==> src/rtl/calc_pkg.sv <==
// Shared definitions for the calc_engine arithmetic unit: opcode values,
// FSM state encoding and small helpers for overflow detection and the
// signed MIN/MAX limits used when saturating.
package calc_pkg;

  localparam logic [1:0] OP_ADD = 2'b00;
  localparam logic [1:0] OP_SUB = 2'b01;
  localparam logic [1:0] OP_MUL = 2'b10;
  localparam logic [1:0] OP_DIV = 2'b11;

  typedef enum logic [2:0] {
    ST_IDLE,
    ST_ADDSUB,
    ST_MUL_ITER,
    ST_DIV_ITER,
    ST_FINISH
  } state_t;

  // Widest operand the MIN/MAX helpers can describe.
  localparam int MAX_W = 64;

  // Signed overflow of a +/- b: the effective operand signs agree
  // (b's sign flips for subtraction) and the result sign differs.
  function automatic logic add_ovf(input logic sa, input logic sb,
                                   input logic sub, input logic sr);
    logic sb_eff;
    sb_eff = sb ^ sub;
    return (sa == sb_eff) && (sr != sa);
  endfunction

  // Bit pattern of -2^(w-1) in the low w bits.
  function automatic logic [MAX_W-1:0] min_of(input int w);
    return {{(MAX_W-1){1'b0}}, 1'b1} << (w - 1);
  endfunction

  // Bit pattern of 2^(w-1)-1 in the low w bits.
  function automatic logic [MAX_W-1:0] max_of(input int w);
    return min_of(w) - {{(MAX_W-1){1'b0}}, 1'b1};
  endfunction

endpackage

==> src/rtl/calc_addsub.sv <==
// N-bit adder/subtractor: sum = a + b when sub=0, a - b when sub=1
// (b inverted and sub used as carry-in). One instance is time-shared by
// the add/sub op, the Booth partial-product update and the divider's
// trial subtraction.
module calc_addsub
  import calc_pkg::*;
#(
  parameter int N = 12
) (
  input  logic [N-1:0] a,
  input  logic [N-1:0] b,
  input  logic         sub,
  output logic [N-1:0] sum
);

  assign sum = a + (b ^ {N{sub}}) + {{(N-1){1'b0}}, sub};

endmodule

==> src/rtl/calc_engine.sv <==
// Sequential signed arithmetic engine: add, sub, radix-2 Booth multiply and
// signed restoring divide over a Start/Ready/Done handshake.
// Optional build macro CALC_SATURATE_EN: when defined, an overflowing result
// clamps to MAX/MIN of the true result's sign instead of wrapping.
module calc_engine
  import calc_pkg::*;
#(
  parameter int W  = 11,
  parameter int CW = $clog2(W + 1)
) (
  input  logic         Clock,
  input  logic         Reset_n,
  input  logic         Start,
  input  logic [1:0]   Op,
  input  logic [W-1:0] OperandA,
  input  logic [W-1:0] OperandB,
  output logic         Ready,
  output logic         Done,
  output logic [W-1:0] Result,
  output logic [W-1:0] Remainder,
  output logic         Overflow,
  output logic         DivByZero
);

  localparam logic [CW-1:0] CNT_INIT = CW'(W);
  localparam logic [CW-1:0] CNT_ONE  = CW'(1);

  state_t        state;
  logic [1:0]    op_r;
  logic [W:0]    acc;      // Booth P register, or divider partial remainder
  logic [W-1:0]  qreg;     // addend/multiplier, or dividend magnitude -> quotient
  logic [W-1:0]  mcand;    // multiplicand, or divisor magnitude
  logic [W-1:0]  opa;      // raw OperandA (augend / dividend for div-by-zero)
  logic          qm1;      // Booth q(-1) bit
  logic          a_neg;
  logic          b_neg;
  logic          dz_r;
  logic [CW-1:0] cnt;

  logic [W:0]    add_a;
  logic [W:0]    add_b;
  logic          add_sub;
  logic [W:0]    add_sum;

  logic [W-1:0]  a_mag;
  logic [W-1:0]  b_mag;
  logic [W:0]    mul_p;
  logic [W:0]    mul_hi;
  logic [W:0]    div_shift;

  logic [W-1:0]  raw_res;
  logic [W-1:0]  fin_res;
  logic [W-1:0]  fin_rem;
  logic          fin_ovf;
  logic          fin_dz;

  // Magnitudes of MIN come out as 2^(W-1), which is the right unsigned value.
  assign a_mag = OperandA[W-1] ? -OperandA : OperandA;
  assign b_mag = OperandB[W-1] ? -OperandB : OperandB;

  // Booth: keep P unchanged on 00/11, otherwise take the add/sub result.
  assign mul_p  = (qreg[0] ^ qm1) ? add_sum : acc;
  // Product bits [2W-1:W-1] must all match for the low W bits to be exact.
  assign mul_hi = {acc[W-1:0], qreg[W-1]};
  // Divider: shift the next dividend bit into the partial remainder.
  assign div_shift = {acc[W-1:0], qreg[W-1]};

  calc_addsub #(.N(W + 1)) u_addsub (
    .a   (add_a),
    .b   (add_b),
    .sub (add_sub),
    .sum (add_sum)
  );

  // Route the shared adder according to the active state.
  always_comb begin
    add_a   = acc;
    add_b   = {mcand[W-1], mcand};
    add_sub = 1'b0;
    case (state)
      ST_ADDSUB: begin
        add_a   = {opa[W-1], opa};
        add_b   = {qreg[W-1], qreg};
        add_sub = (op_r == OP_SUB);
      end
      ST_MUL_ITER: begin
        add_a   = acc;
        add_b   = {mcand[W-1], mcand};
        add_sub = qreg[0] & ~qm1;
      end
      ST_DIV_ITER: begin
        add_a   = div_shift;
        add_b   = {1'b0, mcand};
        add_sub = 1'b1;
      end
      default: ;
    endcase
  end

  // Final result, remainder and flags, including the divide sign fix-up.
  always_comb begin
    raw_res = acc[W-1:0];
    fin_rem = '0;
    fin_ovf = 1'b0;
    fin_dz  = 1'b0;
    case (op_r)
      OP_ADD, OP_SUB: begin
        fin_ovf = add_ovf(a_neg, b_neg, op_r == OP_SUB, acc[W-1]);
      end
      OP_MUL: begin
        raw_res = qreg;
        fin_ovf = ~((&mul_hi) | ~(|mul_hi));
      end
      default: begin
        if (dz_r) begin
          raw_res = '0;
          fin_rem = opa;
          fin_dz  = 1'b1;
        end else begin
          raw_res = (a_neg ^ b_neg) ? -qreg : qreg;
          fin_rem = a_neg ? -acc[W-1:0] : acc[W-1:0];
          // Only MIN / -1 yields a positive quotient magnitude of 2^(W-1).
          fin_ovf = ~(a_neg ^ b_neg) & qreg[W-1];
        end
      end
    endcase
  end

`ifdef CALC_SATURATE_EN
  localparam logic [MAX_W-1:0] MIN_WIDE = min_of(W);
  localparam logic [MAX_W-1:0] MAX_WIDE = max_of(W);
  localparam logic [W-1:0]     MIN_VAL  = MIN_WIDE[W-1:0];
  localparam logic [W-1:0]     MAX_VAL  = MAX_WIDE[W-1:0];

  logic fin_neg;
  // Sign of the exact result: the extra adder/P bit, or the quotient sign.
  assign fin_neg = (op_r == OP_DIV) ? (a_neg ^ b_neg) : acc[W];
  assign fin_res = fin_ovf ? (fin_neg ? MIN_VAL : MAX_VAL) : raw_res;
`else
  assign fin_res = raw_res;
`endif

  // Control FSM with registered handshake and result outputs.
  always_ff @(posedge Clock or negedge Reset_n) begin
    if (!Reset_n) begin
      state     <= ST_IDLE;
      op_r      <= OP_ADD;
      acc       <= '0;
      qreg      <= '0;
      mcand     <= '0;
      opa       <= '0;
      qm1       <= 1'b0;
      a_neg     <= 1'b0;
      b_neg     <= 1'b0;
      dz_r      <= 1'b0;
      cnt       <= '0;
      Ready     <= 1'b1;
      Done      <= 1'b0;
      Result    <= '0;
      Remainder <= '0;
      Overflow  <= 1'b0;
      DivByZero <= 1'b0;
    end else begin
      Done <= 1'b0;
      case (state)
        ST_IDLE: begin
          // Ready is held low through the Done cycle so a Start there is dropped.
          if (Done) Ready <= 1'b1;
          if (Start && Ready) begin
            Ready <= 1'b0;
            op_r  <= Op;
            opa   <= OperandA;
            a_neg <= OperandA[W-1];
            b_neg <= OperandB[W-1];
            dz_r  <= 1'b0;
            cnt   <= '0;
            case (Op)
              OP_ADD, OP_SUB: begin
                qreg  <= OperandB;
                state <= ST_ADDSUB;
              end
              OP_MUL: begin
                acc   <= '0;
                qreg  <= OperandB;
                qm1   <= 1'b0;
                mcand <= OperandA;
                cnt   <= CNT_INIT;
                state <= ST_MUL_ITER;
              end
              default: begin
                if (OperandB == '0) begin
                  // One wait cycle in FINISH matches the add/sub latency.
                  dz_r  <= 1'b1;
                  cnt   <= CNT_ONE;
                  state <= ST_FINISH;
                end else begin
                  acc   <= '0;
                  qreg  <= a_mag;
                  mcand <= b_mag;
                  cnt   <= CNT_INIT;
                  state <= ST_DIV_ITER;
                end
              end
            endcase
          end
        end
        ST_ADDSUB: begin
          acc   <= add_sum;
          state <= ST_FINISH;
        end
        ST_MUL_ITER: begin
          if (cnt == '0) begin
            state <= ST_FINISH;
          end else begin
            acc  <= {mul_p[W], mul_p[W:1]};
            qreg <= {mul_p[0], qreg[W-1:1]};
            qm1  <= qreg[0];
            cnt  <= cnt - CNT_ONE;
          end
        end
        ST_DIV_ITER: begin
          if (cnt == '0) begin
            state <= ST_FINISH;
          end else begin
            if (!add_sum[W]) begin
              acc  <= add_sum;
              qreg <= {qreg[W-2:0], 1'b1};
            end else begin
              acc  <= div_shift;
              qreg <= {qreg[W-2:0], 1'b0};
            end
            cnt <= cnt - CNT_ONE;
          end
        end
        ST_FINISH: begin
          if (cnt != '0) begin
            cnt <= cnt - CNT_ONE;
          end else begin
            Result    <= fin_res;
            Remainder <= fin_rem;
            Overflow  <= fin_ovf;
            DivByZero <= fin_dz;
            Done      <= 1'b1;
            state     <= ST_IDLE;
          end
        end
        default: state <= ST_IDLE;
      endcase
    end
  end

endmodule

==> config.mk <==
export PLATFORM = sky130hd
export DESIGN_NAME = calc_engine
export DESIGN_NICKNAME = d
export VERILOG_FILES = /design/src/rtl/calc_pkg.sv /design/src/rtl/calc_addsub.sv /design/src/rtl/calc_engine.sv
export SDC_FILE = /design/constraint.sdc
export NUM_CORES = 1
export LEC_CHECK = 0
export ABC_AREA = 1
export CAP_MARGIN = 25
export CORE_MARGIN = 2
export CORE_UTILIZATION = 37
export CTS_BUF_LIST = sky130_fd_sc_hd__clkbuf_4 sky130_fd_sc_hd__clkbuf_8
export DETAILED_ROUTE_END_ITERATION = 10
export GPL_ROUTABILITY_DRIVEN = 0
export PLACE_DENSITY = 0.57
export SLEW_MARGIN = 20
export SYNTH_ARGS = -nofsm -noshare
export SYNTH_HDL_FRONTEND = slang
export SYNTH_HIERARCHICAL = 1
export SYNTH_SLANG_ARGS = --single-unit
==> constraint.sdc <==
create_clock -name Clock -period 3.3 [get_ports Clock]
set_input_delay 0.99 -clock Clock [delete_from_list [all_inputs] [get_ports Clock]]
set_output_delay 0.99 -clock Clock [all_outputs]
set_load 0.03 [all_outputs]
**After elaboration in Yosys (flattened, before gate mapping)**

Index checks and enable logic that the tools add are counted.

- Flip-flop bits (word level): 84
- Output and inout port bits: 26
- Logic and storage cells: 142
- Bits of input ports: 27

- Reduce and logical (&&, ||, !) cells: 29
- Add/subtract/negate cells: 7
- Mux-type cells: 54
- Eq/ne operators: 22
- Bitwise operators: 13

Operators with widths:

| kind | number |
|---|---|
| $mux W11 | 13 |
| $mux W12 | 6 |
| $pmux W12 S2 | 3 |
| $pmux W12 S4 | 1 |
| $neg A11 Y11 | 4 |
| $pmux W11 S2 | 2 |
| $pmux W11 S3 | 1 |
| $mux W4 | 4 |
| $ne A2 B2 Y1 const B | 7 |
| $mux W1 | 13 |
| $add A12 B1 Y12 | 1 |
| $add A12 B12 Y12 | 1 |
| $mux W3 | 4 |
| $pmux W3 S4 | 1 |
| $pmux W4 S3 | 1 |
| $reduce_and A12 Y1 | 1 |
| $reduce_and A4 Y1 | 3 |
| $reduce_or A12 Y1 | 1 |
| $xor A12 B12 Y12 | 1 |
| $logic_not A11 Y1 | 1 |
| $pmux W4 S2 | 1 |
| $reduce_bool A4 Y1 | 2 |
| $eq A3 B2 Y1 const B | 2 |
| $ne A2 B1 Y1 const B | 3 |
| other kinds (28) | 48 |

**Logic depth before layout (Yosys ltp)**

Gate-level depths: netlist of run 1.

- Depth in word-level cells: 9
- Mapped depth: 25
- Gate-level depth less buffers: 23

**By module**

Netlist of run 1, hierarchy kept.

By module, submodules not included:

| module | sequential area each (sq um) | area an instance (sq um) | cells an instance | times used |
|---|---|---|---|---|
| calc_engine | 2078.2 | 5738.0 | 853 | 1 |
| calc_addsub | 0.0 | 809.5 | 146 | 1 |

**Least setup slack after synthesis of run 1**

OpenSTA, ideal clock, no wires.

- Path kind: register -> register
- Start: reg state[0]
- End: reg acc[6]
- Path slack: 0.110 ns
- Data required time: 3.178 ns
- Arrival time: 3.067 ns
- Clock period less this slack: 3.190 ns
- Path buffers: 4
- Stages on the path, launching flop included: 24
- Setup time: 0.122 ns
- Cell sequence: dfrtp_1 > inv_2 > nor2_1 > nand2_1 > buf_2 > o31ai_1 > buf_4 > buf_4 > xnor2_1 > inv_1 > ha_1 > nand2_1 > inv_1 > nand3_1 > nand2_2 > nand2_1 > nand3_1 > nand2_1 > nand2_1 > clkbuf_1 > o211ai_1 > nand2_1 > a21oi_1 > o21ai_1

- Word-level cells in the longest chain between the ends: 8
- Elaborated cells on any way between the ends: 22
- Classes of those cells: 2 x add/sub; 8 x eq/ne; 8 x mux; 1 x bitwise; 3 x reduce/logical

Ends and longest elaborated chain:

| element | RTL line | source |
|---|---|---|
| start, declared | calc_engine.sv:28 | `state_t state;` |
| start signal, assigned | calc_engine.sv:146 | `state <= ST_IDLE;` |
| start signal, assigned | calc_engine.sv:180 | `state <= ST_ADDSUB;` |
| start signal, assigned | calc_engine.sv:188 | `state <= ST_MUL_ITER;` |
| $eq A3 B2 Y1 or $eq A3 B1 Y1 (tied branches) | calc_engine.sv:80 | `case (state)` |
| $pmux W1 S3 * | calc_engine.sv:80 |  |
| net add_sub | calc_engine.sv:42 | `logic add_sub;` |
| $xor A12 B12 Y12 | calc_addsub.sv:16 | `assign sum = a + (b ^ {N{sub}}) + {{(N-1){1'b0}}, sub};` |
| $add A12 B12 Y12 | calc_addsub.sv:16 |  |
| $add A12 B1 Y12 * | calc_addsub.sv:16 |  |
| net add_sum[11] | calc_engine.sv:43 | `logic [W:0] add_sum;` |
| $mux W12 * | calc_engine.sv:225 | `if (!add_sum[W]) begin` |
| $mux W12 * | calc_engine.sv:222 | `if (cnt == '0) begin` |
| $pmux W12 S4 * | calc_engine.sv:165 | `case (state)` |
| end signal, assigned | calc_engine.sv:215 | `acc <= {mul_p[W], mul_p[W:1]};` |
| end signal, assigned | calc_engine.sv:226 | `acc <= add_sum;` |
| end signal, assigned | calc_engine.sv:229 | `acc <= div_shift;` |
| end, declared | calc_engine.sv:30 | `logic [W:0] acc;` |

Mark *: on every way through the listed nets, which the timed path passes. The rest lies on a longest branch. The select of a mux whose other input is x is not followed.
A chain may end at the register's enable or synchronous reset.

**Final worst setup path of run 1**

- Start: reg state[0]
- End: reg acc[5]

The elaborated chain is that of the path after synthesis.

==> metrics.cfg, run 1 <==
[yosys]
async_flop_share = 1.00
ys_seq_elements = 83
synth_common_cells = 313 x nand2_1, 109 x inv_1, 82 x dfrtp_1
syn_area_per_cell_sq_um = 6.55
yosysWarnings = 6
ys_seq_area_frac = 0.317
synth_edf_count = 0
yosysTopAreaCell = dfrtp_1
synth_nets = 1044
synth_most_common_cell = nand2_1
yosys-top-cells-area = dfrtp_1 31%, nand2_1 18%, inv_1 6.2%
ys.flop_type = dfrtp_1
synthCells = 999
synth_largest_type_area_fraction = 0.313
netlist_area_sq_um = 6550
yosys.cell_types.count = 42

[worst_setup_path]
crit_top_cell = nand2_1
crit_family = simple AND/OR/NAND/NOR gates
crit_arrival_ns = 3.44
ff2ff_setup_slack_ns = 0.14
crit_chain = inv_2 -> nor2_2 -> nand2_2 -> o31ai_4 -> buf_12 -> xor2_1 -> ha_1 -> nand2_1 -> nand2_1 -> nand2_1 -> nand2_1 -> a21oi_1 -> nand3_1 -> nand2_2 -> inv_1 -> nand2_2 -> nand2_4 -> nand2_1 -> o221ai_1 -> nor2_1 -> nor2_1
critical_path_buf_inv_count = 3
crit_path_start_kind = flop
worstPathRequired_ns = 3.58
path_class = reg2reg
crit_fanout = 10
endpoint_kind = flop
cpPeakStageDelay_ns = 0.43
worst_path_max_delay_cell = dfrtp_2

[place]
port_buffers = 52
dpl_cell_area_sq_um = 7550
hpwl_mm = 17.3

[clock_network]
clkLatencyLatePin_ns = 0.39
cts_buffers = 9
h-tree-depth = 3
hold_buffers = 0
cts_tree = done
clockBufferDepth = 2
cts_sinks = 83
clk_pin_slew_ns = 0.10
root_buffer = clkbuf_8

[global_route]
grt_max_degree = 69
grt_pass1_wl_mm = 35.2
grt_overflow = 0
grt.total_usage = 0.247
grt_pass1_vias = 6480
antenna_found_initial = 0

[power]
powerDensity_nw_per_um2 = 253
total_power_mw = 2.01
peakVddDrop_v = 0.000154
p_leak_nw = 4.07

[timing]
finalHoldViolCount = 0
finalCritPeriodShare = 0.956
setup_violations = 0
worstMarginPinSlew_ns = 0.896
rsz0062_at_grt = yes
fin_skew_ns = 0.0129
period_needed_ns = 3.16
drv_slew = 0
max_freq_ghz = 0.317
maxSlewHeadroom = 0.402

[min_path]
hold_class = reg2reg

[cells_and_area]
area_growth_pct = 21.6
final_core_util = 0.460
fin_nets = 1125
fillers = 1792
final_area_sq_um = 7960
num_antenna_cells = 0
layout-drive-gt1-share = 0.121

[routing]
drc = 0
routed_wl_mm = 22.4
first_pass_iters = 5
via_per_inst = 5.31
drtIter0Drc = 578
wl_per_cell_um = 17.1
vias = 6956
ant_nets = 0

[floorplanning]
num_io_pins = 53
die_w_um = 137
initial_core_util = 0.379
dieArea_sq_um = 18800
rows = 48
fp.dieH_um = 137
core_area_sq_um = 17300

[outcome]
outcome = finished, final reports clean

[job]
drv_cap = 0

==> power by group <==
part / switching (mW) / total (mW) / leakage (nW) / internal, mW
logic: 0.107 / 0.169 / 2.88 / 0.0621
clock network: 0.455 / 0.826 / 0.109 / 0.371
registers: 0 / 1.02 / 1.08 / 1.02
==> sequential cells by signal, summed over array words and instances, names as in the netlist, 2 cells and up <==
register,count
Result,11
qreg,11
mcand,11
cnt,4
state,3
Remainder,11
op_r,2
opa,11
acc,12
==> layout make-up <==
| cell class | count | area, sq um | share of cell area |
|---|---|---|---|
| clock buffers | 9 | 124 | 0.0156 |
| multi-input cells | 755 | 3920 | 0.493 |
| inverters | 122 | 462 | 0.0580 |
| flip-flops and latches | 83 | 2080 | 0.261 |
| repair buffers | 109 | 996 | 0.125 |
| clock inverters | 7 | 92.6 | 0.0116 |
| well taps | 225 | 282 | 0.0354 |
==> cells in the final DEF (no fill, tap or decap), types with 3 or more instances in the layout <==
cell,instances
xnor2_1,4
nand3_2,3
inv_2,9
o21ai_0,70
a21oi_2,3
inv_1,108
inv_6,3
buf_4,53
nor2_1,74
dfrtp_1,81
nand3b_1,4
nand3_1,72
o221ai_1,11
nor2_4,3
o22ai_1,6
clkinv_1,4
nand2_2,10
nand4_1,12
o221ai_2,3
xor2_1,16
a21oi_1,49
clkbuf_8,9
o211ai_1,19
nand2_1,309
nor2_2,7
ha_1,17
a221oi_1,8
a22oi_1,11
o21ai_1,16
o21ai_2,6
clkdlybuf4s50_1,51
==> through the flow <==
stage | setup slack (ns) | instances | TNS, ns | hold slack, ns
6_report | 0.144 | 1310 | 0 | 0.487
5_1_grt | -0.0166 | 1310 | -0.0252 | 0.519
3_3_place_gp | 0.103 | 1285 | 0 | 0.463
3_5_place_dp | 0.0500 | 1285 | 0 | 0.467
2_1_floorplan | 0.110 | 999 | 0 | 0.442
4_1_cts | 0.0190 | 1301 | 0 | 0.494
==> metal layers <==
metal	track usage	share of wire
met1	0.341	0.45
met4	0.113	0.043
met2	0.383	0.45
met3	0.0326	0.056
met5	0	0
==> what timing repair did <==
item	CTS	global route
endpoints found under the setup margin	0	13
setup buffers	0	8
resized for setup	0	33
==> path summary, 6_finish.rpt <==
| check | start | to | cells past startpoint |
|---|---|---|---|
| max | state[0] | acc[5] | 21 |
| min in group asynchronous | Reset_n | Remainder[10] | 1 |
| max reg2reg | state[0] | acc[5] | 21 |
| min | Remainder[9] | Remainder[9] | 2 |
| max in group asynchronous | Reset_n | Result[9] | 2 |
| min reg2reg | Remainder[9] | Remainder[9] | 2 |
==> cells by family after synthesis <==
group / Yosys count / synth area share
flops: 83 / 0.317
simple gates: 502 / 0.323
xor+xnor: 23 / 0.0308
compound gates: 212 / 0.195
fa+ha+maj: 18 / 0.0355
buf+inv: 161 / 0.0984
==> worst min-delay path, cell delays in order, from the launching register on <==
cell,delay [ns]
dfrtp_1,0.36
nand2_1,0.05
nand2_1,0.05
No activity file was read; power rests on OpenSTA's default activity.
==> inputs of run 2 (changes only) <==
--- a/config.mk
+++ b/config.mk
@@ -13,8 +13,8 @@
 export DETAILED_ROUTE_END_ITERATION = 10
 export GPL_ROUTABILITY_DRIVEN = 0
 export PLACE_DENSITY = 0.57
+export RECOVER_POWER = 25
 export SLEW_MARGIN = 20
 export SYNTH_ARGS = -nofsm -noshare
 export SYNTH_HDL_FRONTEND = slang
-export SYNTH_HIERARCHICAL = 1
 export SYNTH_SLANG_ARGS = --single-unit
==> run 2 against run 1 <==
  * The flow now finishes with violations (max-capacitance violations, max-slew violations)
  * Design area shrank 2.2%
  * Clock power grew 13%
  * Worst setup slack gained 0.074 ns
  * Sequential cell count is the same
  * Global-route usage grew 0.50 points
  * Highest routed layer unchanged
  * Largest power group unchanged
==> metrics.cfg, run 2 <==
[cells_and_area]
num_antenna_cells = 0
mostFrequentLayoutCell = nand2_1
fin_nets = 1076
fillers = 1783
final_cell_mix = 256 x nand2_1, 103 x inv_1, 99 x o21ai_0
area_growth_pct = 22.4
layout-drive-gt1-share = 0.110
largest_reg_flops = 12
largest_register = acc
finalNonFillerCells = 1256

[floorplanning]
core_area_sq_um = 16700
die_w_um = 135
dieArea_sq_um = 18200
rows = 47
num_io_pins = 53
fp.dieH_um = 135
initial_core_util = 0.381

[power]
clockPowerShare = 0.443
peakVddDrop_v = 0.000176
powerDensity_nw_per_um2 = 271
p_leak_nw = 3.81
swShare = 0.233
p_comb_frac = 0.074
share_seq_of_total_power = 0.483
internal-power_mw = 1.61
power_switching_uw = 491

[worst_setup_path]
crit_fanout = 5
worstPathRequired_ns = 3.57
endpoint_kind = flop
crit_path_start_kind = flop
path_class = reg2reg
crit_arrival_ns = 3.35
ff2ff_setup_slack_ns = 0.22

[yosys]
synth_largest_type_area_fraction = 0.323
yosysWarnings = 0
ys.flop_type = dfrtp_1
synthCells = 949
synth_common_cells = 256 x nand2_1, 103 x inv_1, 100 x o21ai_0
synth_most_common_cell = nand2_1
ys_seq_elements = 83
yosysTopAreaCell = dfrtp_1
yosys-top-cells-area = dfrtp_1 32%, nand2_1 15%, o21ai_0 7.9%
syn_area_per_cell_sq_um = 6.70
netlist_area_sq_um = 6360
ys_seq_area_frac = 0.327
synth_edf_count = 0
async_flop_share = 1.00
synth_nets = 994
yosys.cell_types.count = 44

[routing]
wl_per_cell_um = 17.8
ant_nets = 0
via_per_inst = 5.42
drc = 0
first_pass_iters = 6
routed_wl_mm = 22.4
vias = 6811
drtIter0Drc = 655

[job]
drv_cap = 1

[timing]
fin_skew_ns = 0.0133
finalHoldViolCount = 0
max_freq_ghz = 0.324
whs_ns = 0.481
setup_violations = 0
drv_slew = 84
maxSlewHeadroom = -0.434
worstMarginPinSlew_ns = 2.15
finalCritPeriodShare = 0.934
period_needed_ns = 3.08

[place]
dp_cells = 1233
hpwl_mm = 17.4
port_buffers = 52

[global_route]
grt_pass1_vias = 6353
antenna_found_initial = 0
grt_max_degree = 84
grt.total_usage = 0.252
grt_overflow = 0
grt_pass1_wl_mm = 35.2

[outcome]
failed_checks = max-capacitance violations, max-slew violations
outcome = complete, but fails checks

[min_path]
hold_class = reg2reg

[clock_network]
h-tree-depth = 3
clk_pin_slew_ns = 0.09
cts_tree = done
clkLatencyLatePin_ns = 0.38
root_buffer = clkbuf_8
clockBufferDepth = 2
cts_sinks = 83
cts_buffers = 9

-- run 2: what timing repair did --
item                       in CTS  in global routing
setup buffers                   0                  6
gates resized for setup         0                 17
setup endpoints to repair       0                 13
hold buffers                    0                  0
-- run 2: metrics by stage --
stage	setup slack (ns)	utilization	instance area, sq um	setup TNS, ns	power (mW)
floorplan	0.352	-	6360	0	1.10
global route	-0.0278	0.466	7780	-0.0992	2.19
detailed placement	0.00376	0.444	7420	0	1.19
finish	0.218	0.466	7780	0	2.11
global placement	0.0552	0.444	7420	0	1.19
CTS	0.150	0.459	7670	0	2.12
-- run 2: cell families (layout without fill, tap and decap cells) --
| family | Yosys count | in the layout | synth area share |
|---|---|---|---|
| DFF | 83 | 83 | 0.327 |
| xor gates and xnor gates | 29 | 29 | 0.0400 |
| AOI/OAI and AO/OA | 249 | 249 | 0.229 |
| buffers and inverters | 151 | 238 | 0.0925 |
| and+or+nand+nor | 419 | 419 | 0.275 |
| adders and majority gates | 18 | 18 | 0.0366 |
-- run 2: layout make-up --
| cell class | count | area, sq um | area share |
|---|---|---|---|
| multi-input combinational | 715 | 3740 | 0.480 |
| tap | 220 | 275 | 0.0354 |
| clock inverter | 4 | 97.6 | 0.0125 |
| clock buffer | 12 | 153 | 0.0196 |
| inverter | 112 | 423 | 0.0543 |
| timing repair buffer | 110 | 1010 | 0.130 |
| sequential | 83 | 2080 | 0.268 |
-- run 2: worst max-delay path: stages, from the launching register on --
cell and delay [ns]:
dfrtp_1 0.39, ha_1 0.22, nor2_1 0.11, nor2_2 0.07
nor2_4 0.18, buf_4 0.16, xnor2_1 0.11, ha_1 0.38
inv_1 0.10, nor3_1 0.24, nand3_1 0.10, nand4_1 0.13
xor2_1 0.27, nand2_1 0.09, nand2_1 0.09, o21ai_0 0.09
inv_1 0.06, nand2_1 0.06, nand2_1 0.06, nand2_1 0.05
-- run 2: final timing paths --
path,start,endpoint,depth (start not counted)
worst max-delay path,qreg[0],acc[9],19
worst min-delay path,Remainder[9],Remainder[9],2
worst max register to register,qreg[0],acc[9],19
worst min register to register,Remainder[9],Remainder[9],2
max in group asynchronous,Reset_n,state[0],2
min in group asynchronous,Reset_n,Result[6],2
-- run 2: power groups by stage --
stage                     Sequential (mW)  Clock (mW)  Combinational [mW]
after CTS                            1.02       0.948               0.158
after global placement               1.04           0               0.158
after detailed placement             1.04           0               0.158
after floorplan                      1.04           0              0.0584
after global routing                 1.02        1.00               0.174
final                                1.02       0.933               0.156
-- run 2: metal layers --
| metal | vias up | global-route usage | wire, um |
|---|---|---|---|
| met2 | 287 | 0.395 | 10000 |
| met3 | 48 | 0.0458 | 1580 |
| met5 | - | 0 | 0 |
| met1 | 3134 | 0.343 | 9910 |
| met4 | 0 | 0.106 | 864 |
| li1 | 3342 | - | - |
==> inputs of run 3 (changes only) <==
--- a/config.mk
+++ b/config.mk
@@ -7,12 +7,14 @@
 export LEC_CHECK = 0
 export ABC_AREA = 1
 export CAP_MARGIN = 25
+export CELL_PAD_IN_SITES_DETAIL_PLACEMENT = 1
+export CELL_PAD_IN_SITES_GLOBAL_PLACEMENT = 2
 export CORE_MARGIN = 2
-export CORE_UTILIZATION = 37
+export CORE_UTILIZATION = 31
 export CTS_BUF_LIST = sky130_fd_sc_hd__clkbuf_4 sky130_fd_sc_hd__clkbuf_8
 export DETAILED_ROUTE_END_ITERATION = 10
 export GPL_ROUTABILITY_DRIVEN = 0
-export PLACE_DENSITY = 0.57
+export PLACE_DENSITY = 0.8
 export RECOVER_POWER = 25
 export SLEW_MARGIN = 20
 export SYNTH_ARGS = -nofsm -noshare
==> constraint.sdc (replaced) <==
create_clock -name Clock -period 2.8 [get_ports Clock]
set_input_delay 0.84 -clock Clock [delete_from_list [all_inputs] [get_ports Clock]]
set_output_delay 0.84 -clock Clock [all_outputs]
set_load 0.03 [all_outputs]
==> run 3 against run 2 <==
  * The flow finishes with violations (max-capacitance violations, max-slew violations, negative setup slack)
  * Design area rose by 21%
  * Sequential cell count unchanged
  * Wire length up 28%
  * Sequential share of layout area shrank 4.7 points
  * Core utilization rose by 0.089 points
  * Worst setup slack worse by 0.52 ns
  * Non-clock buffer count up 127
  * Critical path depth grew 2
  * Register-to-register slack got worse by 0.52 ns
  * Combinational power grew 37%
  * Critical path type unchanged
  * Critical endpoint unchanged
  * Largest cell class unchanged
==> metrics.cfg, run 3 (synthesis gave the netlist of run 2 again) <==
[outcome]
outcome = complete, but fails checks
failed_checks = max-capacitance violations, max-slew violations, negative setup slack

[floorplanning]
die_w_um = 147
fp.dieH_um = 147
initial_core_util = 0.315
rows = 52
num_io_pins = 53
core_area_sq_um = 20200
dieArea_sq_um = 21700

[clock_network]
cts_tree = done
clockBufferDepth = 2
cts_buffers = 9
cts_sinks = 83
clk_pin_slew_ns = 0.10
clkLatencyLatePin_ns = 0.38
root_buffer = clkbuf_8
h-tree-depth = 3

[worst_setup_path]
crit_family = simple AND/OR/NAND/NOR gates
crit_path_start_kind = flop
cpPeakStageDelay_ns = 0.40
worst-path-stages = 21
critical_path_buf_inv_count = 5
endpoint = acc[9]
crit_chain = inv_2 -> nand3_4 -> nor2_4 -> nor2_4 -> buf_4 -> xnor2_4 -> ha_4 -> nand2_2 -> buf_4 -> nor2_1 -> nand3_1 -> nand4_1 -> xor2_1 -> buf_4 -> nand2_2 -> nand2_1 -> o21ai_1 -> inv_1 -> nand2_1 -> nand2_1 -> nand2_1
crit_fanout = 5
r2r_end = acc[9]
worstPathRequired_ns = 3.07
crit_top_cell = nand2_1
endpoint_kind = flop
crit_arrival_ns = 3.37
worst_path_max_delay_cell = dfrtp_1
rr_worst_depth = 21
path_class = reg2reg
timing.rr.start = state[2]
cp-startpoint = state[2]
ff2ff_setup_slack_ns = -0.30

[cells_and_area]
final_area_sq_um = 9420
largest_register = acc
layout-drive-gt1-share = 0.267
largest_reg_flops = 12
area_growth_pct = 48.1
num_antenna_cells = 0
final_cell_mix = 236 x nand2_1, 165 x buf_4, 100 x inv_1
mostFrequentLayoutCell = nand2_1
fillers = 2555
finalNonFillerCells = 1434
fin_nets = 1205
final_core_util = 0.467

[timing]
worstMarginPinSlew_ns = 1.75
finalCritPeriodShare = 1.11
maxSlewHeadroom = -0.166
max_freq_ghz = 0.322
drv_slew = 32
setup_violations = 13
rsz0062_at_grt = yes
fin_skew_ns = 0.0125
period_needed_ns = 3.10
finalHoldViolCount = 0
finalWorstSetupSlack_ns = -0.302

[global_route]
grt_pass1_wl_mm = 43.0
grt_pass1_vias = 7556
grt_max_degree = 42
grt.total_usage = 0.257
grt_overflow = 0
antenna_found_initial = 0

[routing]
topRoutingLayerUsed = met4
first_pass_iters = 5
ant_nets = 0
vias = 7580
dr_wl_met3_mm = 1.38
routed_wl_mm = 28.8
wl_per_cell_um = 20.1
met2WireLength_mm = 14.0
met1Wirelength_mm = 12.3
drc = 0
drtIter0Drc = 507
via_per_inst = 5.29

[place]
dp_cells = 1388
port_buffers = 52
dpl_cell_area_sq_um = 8290
post-place-ws_ns = -0.411
hpwl_mm = 22.2

[power]
p_leak_nw = 4.61
total_power_mw = 2.44
powerDensity_nw_per_um2 = 259
peakVddDrop_v = 0.000199

[min_path]
hold_class = reg2reg

[job]
drv_cap = 1

## run 3: worst min path at each step
stage | slack (ns) | to | start | cells past startpoint
detailed placement | 0.47 | Remainder[9] | Remainder[9] | 2
CTS | 0.40 | Result[9] | Reset_n | 1
global placement | 0.46 | Remainder[9] | Remainder[9] | 2
global route | 0.53 | mcand[6] | mcand[6] | 2
floorplan | 0.45 | mcand[6] | mcand[6] | 2
finish | 0.49 | Remainder[9] | Remainder[9] | 2
## run 3: power by group
part	total [mW]	switching [mW]	internal, mW
clock	1.02	0.497	0.527
combinational	0.214	0.124	0.0892
sequential	1.20	0	1.20
total	2.44	0.621	1.81
## run 3: what timing repair did
item | in CTS | in global routing
pin swaps | 11 | 54
cloned | 1 | 5
buffers inserted | 7 | 18
setup endpoints to repair | 13 | 23
hold buffers | 0 | 0
gates resized for setup | 39 | 93
## run 3: through the flow
step | hold WS (ns) | setup TNS [ns]
floorplan | 0.449 | 0
global placement | 0.464 | -7.69
detailed placement | 0.469 | -10.41
CTS | 0.400 | -2.32
global route | 0.529 | -5.09
finish | 0.491 | -3.54
## run 3: worst reg2reg max path: stages, from the launching register on
cell	delay, ns
dfrtp_1	0.40
inv_2	0.13
nand3_4	0.17
nor2_4	0.24
nor2_4	0.08
buf_4	0.16
xnor2_4	0.15
ha_4	0.31
nand2_2	0.11
buf_4	0.15
nor2_1	0.13
nand3_1	0.10
nand4_1	0.09
xor2_1	0.21
buf_4	0.17
nand2_2	0.04
nand2_1	0.07
o21ai_1	0.06
inv_1	0.06
nand2_1	0.04
nand2_1	0.06
nand2_1	0.05
## run 3: layer usage
metal	global-route usage	up-vias
met5	0	-
met4	0.0904	0
met3	0.0370	65
met2	0.441	224
met1	0.332	3689
li1	-	3602
## run 3: final cells by class
class,instances,area (sq um),area share
multi-input cells,716,4280,0.455
flip-flops and latches,83,2080,0.221
repair buffers,237,2060,0.219
inverters,112,424,0.0450
well taps,270,338,0.0359
clock buffers,10,138,0.0146
clock inverters,5,85.1,0.00904
repair inverters,1,7.51,0.000797
